## src/rtl/bus_arbiter_pkg.sv

```systemverilog
// Shared constants, state encoding and index helpers for the 4-master bus arbiter.
package bus_arbiter_pkg;

    localparam logic ENABLE       = 1'b1;
    localparam logic DISABLE      = 1'b0;
    localparam int   MASTER_W     = 2;
    localparam int   NUM_MASTERS  = 4;
    localparam int   BUS_ARB_ST_W = 1;

    typedef logic [MASTER_W-1:0] master_idx_t;

    typedef enum logic [BUS_ARB_ST_W-1:0] {
        ST_IDLE = 1'b0,
        ST_BUSY = 1'b1
    } bus_arb_state_e;

    function automatic logic [NUM_MASTERS-1:0] idx_to_onehot(input master_idx_t idx);
        return NUM_MASTERS'(1) << idx;
    endfunction

endpackage

```

## src/rtl/bus_arb_rr_pick.sv

```systemverilog
// Combinational round-robin search: first request at start, start+1, ... (mod 4)
// that is not masked out by excl.
module bus_arb_rr_pick
    import bus_arbiter_pkg::*;
(
    input  logic [NUM_MASTERS-1:0] req,
    input  master_idx_t            start,
    input  logic [NUM_MASTERS-1:0] excl,
    output logic                   found,
    output master_idx_t            idx
);

    master_idx_t cand;

    always_comb begin
        found = 1'b0;
        idx   = start;
        cand  = start;
        for (int i = 0; i < NUM_MASTERS; i++) begin
            cand = start + master_idx_t'(i);
            if (!found && req[cand] && !excl[cand]) begin
                found = 1'b1;
                idx   = cand;
            end
        end
    end

endmodule

```

## src/rtl/bus_arbiter.sv

```systemverilog
// Round-robin arbiter for the 4-master shared bus with registered one-hot grants
// and a hold limit that forces rotation when another master is waiting.
//
// state   | meaning
// ST_IDLE | no grant asserted, waiting for any request
// ST_BUSY | one master owns the bus, grant held while it requests
module bus_arbiter
    import bus_arbiter_pkg::*;
#(
    parameter int MAX_HOLD = 16,
    parameter int HOLD_W   = 8
) (
    input  logic       clk,
    input  logic       reset,
    input  logic       m0_req,
    input  logic       m1_req,
    input  logic       m2_req,
    input  logic       m3_req,
    output logic       m0_grnt,
    output logic       m1_grnt,
    output logic       m2_grnt,
    output logic       m3_grnt,
    output logic [1:0] owner,
    output logic       busy
);

    bus_arb_state_e           state, state_nxt;
    logic [NUM_MASTERS-1:0]   grnt, grnt_nxt;
    master_idx_t              owner_q, owner_nxt;
    master_idx_t              last_owner, last_owner_nxt;
    logic [HOLD_W-1:0]        hold_cnt, hold_cnt_nxt;

    logic [NUM_MASTERS-1:0]   req_v;
    logic                     pick_found;
    master_idx_t              pick_idx;
    logic                     own_req;
    logic                     hold_hit;

    assign req_v = {m3_req, m2_req, m1_req, m0_req};

    // Excluding the current grant makes one search serve all cases: in IDLE grnt
    // is zero, on release the owner is not requesting, on rotation it must lose.
    bus_arb_rr_pick u_rr_pick (
        .req   (req_v),
        .start (last_owner + master_idx_t'(1)),
        .excl  (grnt),
        .found (pick_found),
        .idx   (pick_idx)
    );

    assign own_req  = req_v[owner_q];
    assign hold_hit = (MAX_HOLD != 0) && (hold_cnt == HOLD_W'(MAX_HOLD - 1));

    always_comb begin
        state_nxt      = state;
        grnt_nxt       = grnt;
        owner_nxt      = owner_q;
        last_owner_nxt = last_owner;
        hold_cnt_nxt   = hold_cnt;

        unique case (state)
            ST_IDLE: begin
                if (pick_found) begin
                    state_nxt      = ST_BUSY;
                    grnt_nxt       = idx_to_onehot(pick_idx);
                    owner_nxt      = pick_idx;
                    last_owner_nxt = pick_idx;
                    hold_cnt_nxt   = '0;
                end
            end
            ST_BUSY: begin
                if (own_req && !(hold_hit && pick_found)) begin
                    // Parking at the limit keeps rotation armed for the next waiter.
                    if (!hold_hit && hold_cnt != '1)
                        hold_cnt_nxt = hold_cnt + HOLD_W'(1);
                end else if (pick_found) begin
                    grnt_nxt       = idx_to_onehot(pick_idx);
                    owner_nxt      = pick_idx;
                    last_owner_nxt = pick_idx;
                    hold_cnt_nxt   = '0;
                end else begin
                    state_nxt    = ST_IDLE;
                    grnt_nxt     = '0;
                    hold_cnt_nxt = '0;
                end
            end
            default: begin
                state_nxt = ST_IDLE;
                grnt_nxt  = '0;
            end
        endcase
    end

    always_ff @(posedge clk) begin
        if (reset) begin
            state      <= ST_IDLE;
            grnt       <= '0;
            owner_q    <= '0;
            last_owner <= master_idx_t'(NUM_MASTERS - 1);
            hold_cnt   <= '0;
        end else begin
            state      <= state_nxt;
            grnt       <= grnt_nxt;
            owner_q    <= owner_nxt;
            last_owner <= last_owner_nxt;
            hold_cnt   <= hold_cnt_nxt;
        end
    end

    assign m0_grnt = grnt[0];
    assign m1_grnt = grnt[1];
    assign m2_grnt = grnt[2];
    assign m3_grnt = grnt[3];
    assign owner   = owner_q;
    assign busy    = (grnt != '0) ? ENABLE : DISABLE;

endmodule

```

## config.mk

```make
export PLATFORM = sky130hd
export DESIGN_NAME = bus_arbiter
export DESIGN_NICKNAME = d
export VERILOG_FILES = /design/src/rtl/bus_arbiter_pkg.sv /design/src/rtl/bus_arb_rr_pick.sv /design/src/rtl/bus_arbiter.sv
export SDC_FILE = /design/constraint.sdc
export NUM_CORES = 1
export LEC_CHECK = 0
export BUFFER_PORTS_ARGS = -buffer_cell sky130_fd_sc_hd__buf_2
export CAP_MARGIN = 0
export CORE_MARGIN = 1.5
export CORE_UTILIZATION = 35
export CTS_CLUSTER_SIZE = 8
export DETAILED_ROUTE_END_ITERATION = 8
export PLACE_DENSITY = 0.6
export SLEW_MARGIN = 20
export SYNTH_ARGS = -nofsm -noshare
export SYNTH_HDL_FRONTEND = slang
export SYNTH_SLANG_ARGS = --single-unit
```

## constraint.sdc

```tcl
create_clock -name clk -period 2.05 [get_ports clk]
set_clock_uncertainty 0.05 [all_clocks]
set_input_delay 0.3075 -clock clk [delete_from_list [all_inputs] [get_ports clk]]
set_output_delay 0.3075 -clock clk [all_outputs]
set_load 0.1 [all_outputs]
```

==> flow_summary_export.csv <==
group,metric,value,unit
synth,yosys_register_bits,17,
worst_setup_path,path_cells,"or4_2 > buf_2",
worst_setup_path,worstSetupEndpointType,"output pin",
pwr,p_per_area,1380,nW/µm²
synth,synthCells,110,
min_path,worstHoldPathType,"in -> reg",
run_status,outcome,"finished, final reports clean",
sta,slew_viol_final,0,
sta,setup_viol_count_final,0,
synth,synthArstFlopShare,0,%
grt,grt_usage,15.4,%
synth,syn_nets,117,
floorplan,start_util,37.4,%
layout,num_antenna_cells,0,
detailed_routing,drt_pass1_iterations,4,
placement,dpl.hpwl,1830,µm
synth,ys_types,45,
clock_network,ctsHoldBuffers,0,
sta,relSlewSlack,67.8,%
clock_network,cts_buffers,3,
pwr,ir_drop,1.09,mV
clock_network,cts_root_buffer,"clkbuf_4",
layout,final_cells,157,
grt,antenna_found_initial,0,
clock_network,clk_pin_slew,0.11,ns
synth,ys.flop_type,"dfxtp_1",
run,maxCapViolations,0,
sta,fin_crit,1.97,ns
sta,worst_slew_pin_slew,0.487,ns
layout,final_layout_size_suffix_gt1_share,35.7,%
floorplan,ioPinCount,13,
sta,fmax,507,MHz
pwr,p_leak,0.464,nW
clock_network,cts_max_level,1,
synth,synth_edf_count,0,
detailed_routing,vias,901,
sta,finalHoldViolations,0,
layout,syn2layout_area_growth,12.6,%
floorplan,die_x,57.7,µm
clock_network,ctsResizeCount,0,
worst_setup_path,critical_path.top_delay_family,"simple AND/OR/NAND/NOR gates",
clock_network,clock_latency,0.30,ns
detailed_routing,post_drt_via_cell_ratio,5.74,
sta,grt_setup_unrepaired,"no",
worst_setup_path,slowest_delay,0.63,ns
pwr,p_total,1.63,mW
synth,ys_seq_area_share,32.5,%
worst_setup_path,crit_path_start_kind,"register",
synth,syn_area_per_cell,9.53,µm²
clock_network,post_cts_buffers,0,
detailed_routing,ant_nets,0,
worst_setup_path,required,1.69,ns
grt,grt_max_degree,13,
detailed_routing,wirelength,2310,µm
worst_setup_path,path_class,"reg -> out",
clock_network,clk_path_buf_depth,2,
detailed_routing,drt_iter0_drc,23,
grt,grt_pass1_vias,858,
clock_network,cts_sinks,17,
worst_setup_path,critPathMaxFanout,4,
worst_setup_path,cp_data_arrival_time,1.62,ns
floorplan,row_count,19,
detailed_routing,drc_errors,0,
floorplan,die_area,3330,µm²
clock_network,cts_tree,"yes",
detailed_routing,wire_per_inst,14.7,µm
floorplan,die_y,57.7,µm
floorplan,core_area,2810,µm²
layout,fin_nets,134,
synth,netlist_area,1050,µm²
grt,grt_overflow_total,0,
sta,fin_crit_sh,96.2,%
placement,gp_congestion,0.771,
placement,place_inst,153,
worst_setup_path,slowest_stage,"or4_2",
placement,place.port_buffers,12,
synth,ys_warn_count,0,
grt,grt_pass1_wl,3920,µm
sta,tns,0,ns
worst_setup_path,worst-path-buf-inv,1,
## per-stage QoR
stage	util [%]	instance area, µm²	setup slack [ns]	hold slack [ns]
4_1_cts	42.1	1180	0.0561	0.279
6_report	42.1	1180	0.0770	0.286
3_3_place_gp	41.0	1150	0.168	0.428
2_1_floorplan	-	1060	0.0375	0.412
5_1_grt	42.1	1180	0.0210	0.303
3_5_place_dp	41.0	1150	0.126	0.439
## layer usage
layer	vias to the layer above	track usage [%]	wire length (µm)
met5	-	0	0
met2	25	24.4	1110
li1	451	-	-
met1	419	19.6	997
met3	6	4.91	134
met4	0	6.31	68
## cell families after synthesis
kind of cell | after synthesis | synth area share (%)
DFF | 17 | 32.5
xor gates and xnor gates | 4 | 3.34
adders and majority gates | 1 | 1.19
muxes | 1 | 2.15
buffers and inverters | 6 | 4.30
AOI/OAI and AO/OA | 32 | 27.0
and+or+nand+nor | 49 | 29.6
## cell usage after synthesis (2+ instances only)
| cell | instances | area (µm²) |
|---|---|---|
| nand2b_1 | 2 | 12.5 |
| o21ai_0 | 4 | 20.0 |
| nor4_4 | 2 | 42.5 |
| a311oi_1 | 2 | 17.5 |
| and3_1 | 3 | 18.8 |
| nand3_1 | 6 | 30.0 |
| nor2_1 | 14 | 52.6 |
| nor3_1 | 3 | 15.0 |
| nand2_1 | 7 | 26.3 |
| a22o_1 | 3 | 26.3 |
| o21ai_1 | 3 | 15.0 |
| inv_1 | 3 | 11.3 |
| o221ai_1 | 2 | 17.5 |
| nor2b_4 | 3 | 41.3 |
| dfxtp_1 | 17 | 340 |
| o211ai_1 | 3 | 22.5 |
| a21oi_1 | 3 | 15.0 |
| xor2_1 | 3 | 26.3 |
## power breakdown
group / internal (mW) / leakage, nW / switching (mW)
Sequential: 0.412 / 0.142 / 0.0886
Clock: 0.0743 / 0.0139 / 0.117
Combinational: 0.235 / 0.308 / 0.700
Total: 0.722 / 0.464 / 0.906
## path summary, 6_finish.rpt
check / start / end / slack (ns) / depth (start not counted)
hold reg to reg: hold_cnt[1]$_SDFFE_PP0P_ / hold_cnt[1]$_SDFFE_PP0P_ / 0.45 / 2
setup / recovery: grnt[2]$_SDFFE_PP0P_ / busy / 0.08 / 2
hold / removal: reset / hold_cnt[7]$_SDFFE_PP0P_ / 0.29 / 2
setup reg to reg: hold_cnt[0]$_SDFFE_PP0P_ / grnt[3]$_SDFFE_PP0P_ / 0.22 / 6
## flip-flops by register name, summed over array words and instances (netlist names)
register,count
grnt,4
hold_cnt,8
last_owner,2
owner,2
state,1
## cell type report
type	instances	area [µm²]
timing repair buffer	15	82.6
clock buffer	3	22.5
fill	296	1620
inverter	3	11.3
multi-input combinational	87	663
sequential	17	355
clock inverter	1	7.51
tap	31	38.8
## cells in the final DEF, fill, tap and decap left out, drive strengths merged
cell type | netlist | final
a211o | 1 | 1
a211oi | 1 | 1
a21o | 1 | 1
a21oi | 3 | 3
a22o | 4 | 4
a311oi | 3 | 3
a31o | 1 | 1
a31oi | 2 | 2
a32o | 1 | 1
a41oi | 1 | 1
and3 | 4 | 4
and4 | 1 | 1
buf | 1 | 15
clkbuf | 1 | 3
clkinvlp | 0 | 1
dfxtp | 17 | 17
ha | 1 | 1
inv | 3 | 3
mux4 | 1 | 1
nand2 | 8 | 8
nand2b | 2 | 2
nand3 | 6 | 6
nand4 | 1 | 1
nor2 | 14 | 14
nor2b | 4 | 4
nor3 | 3 | 3
nor3b | 1 | 1
nor4 | 2 | 2
o211a | 1 | 1
o211ai | 3 | 3
o21ai | 7 | 7
o221ai | 2 | 2
o22ai | 1 | 1
or3 | 1 | 1
or4 | 2 | 2
xnor2 | 1 | 1
xor2 | 3 | 3
## worst reg2reg max path, cell delays in order, from the launching register on
cell	delay (ns)
dfxtp_1	0.40
ha_1	0.21
and3_2	0.27
nand2_1	0.12
a31oi_2	0.33
and3_1	0.24
a22o_1	0.15
Note: power is estimated with default switching activity, not from simulation.
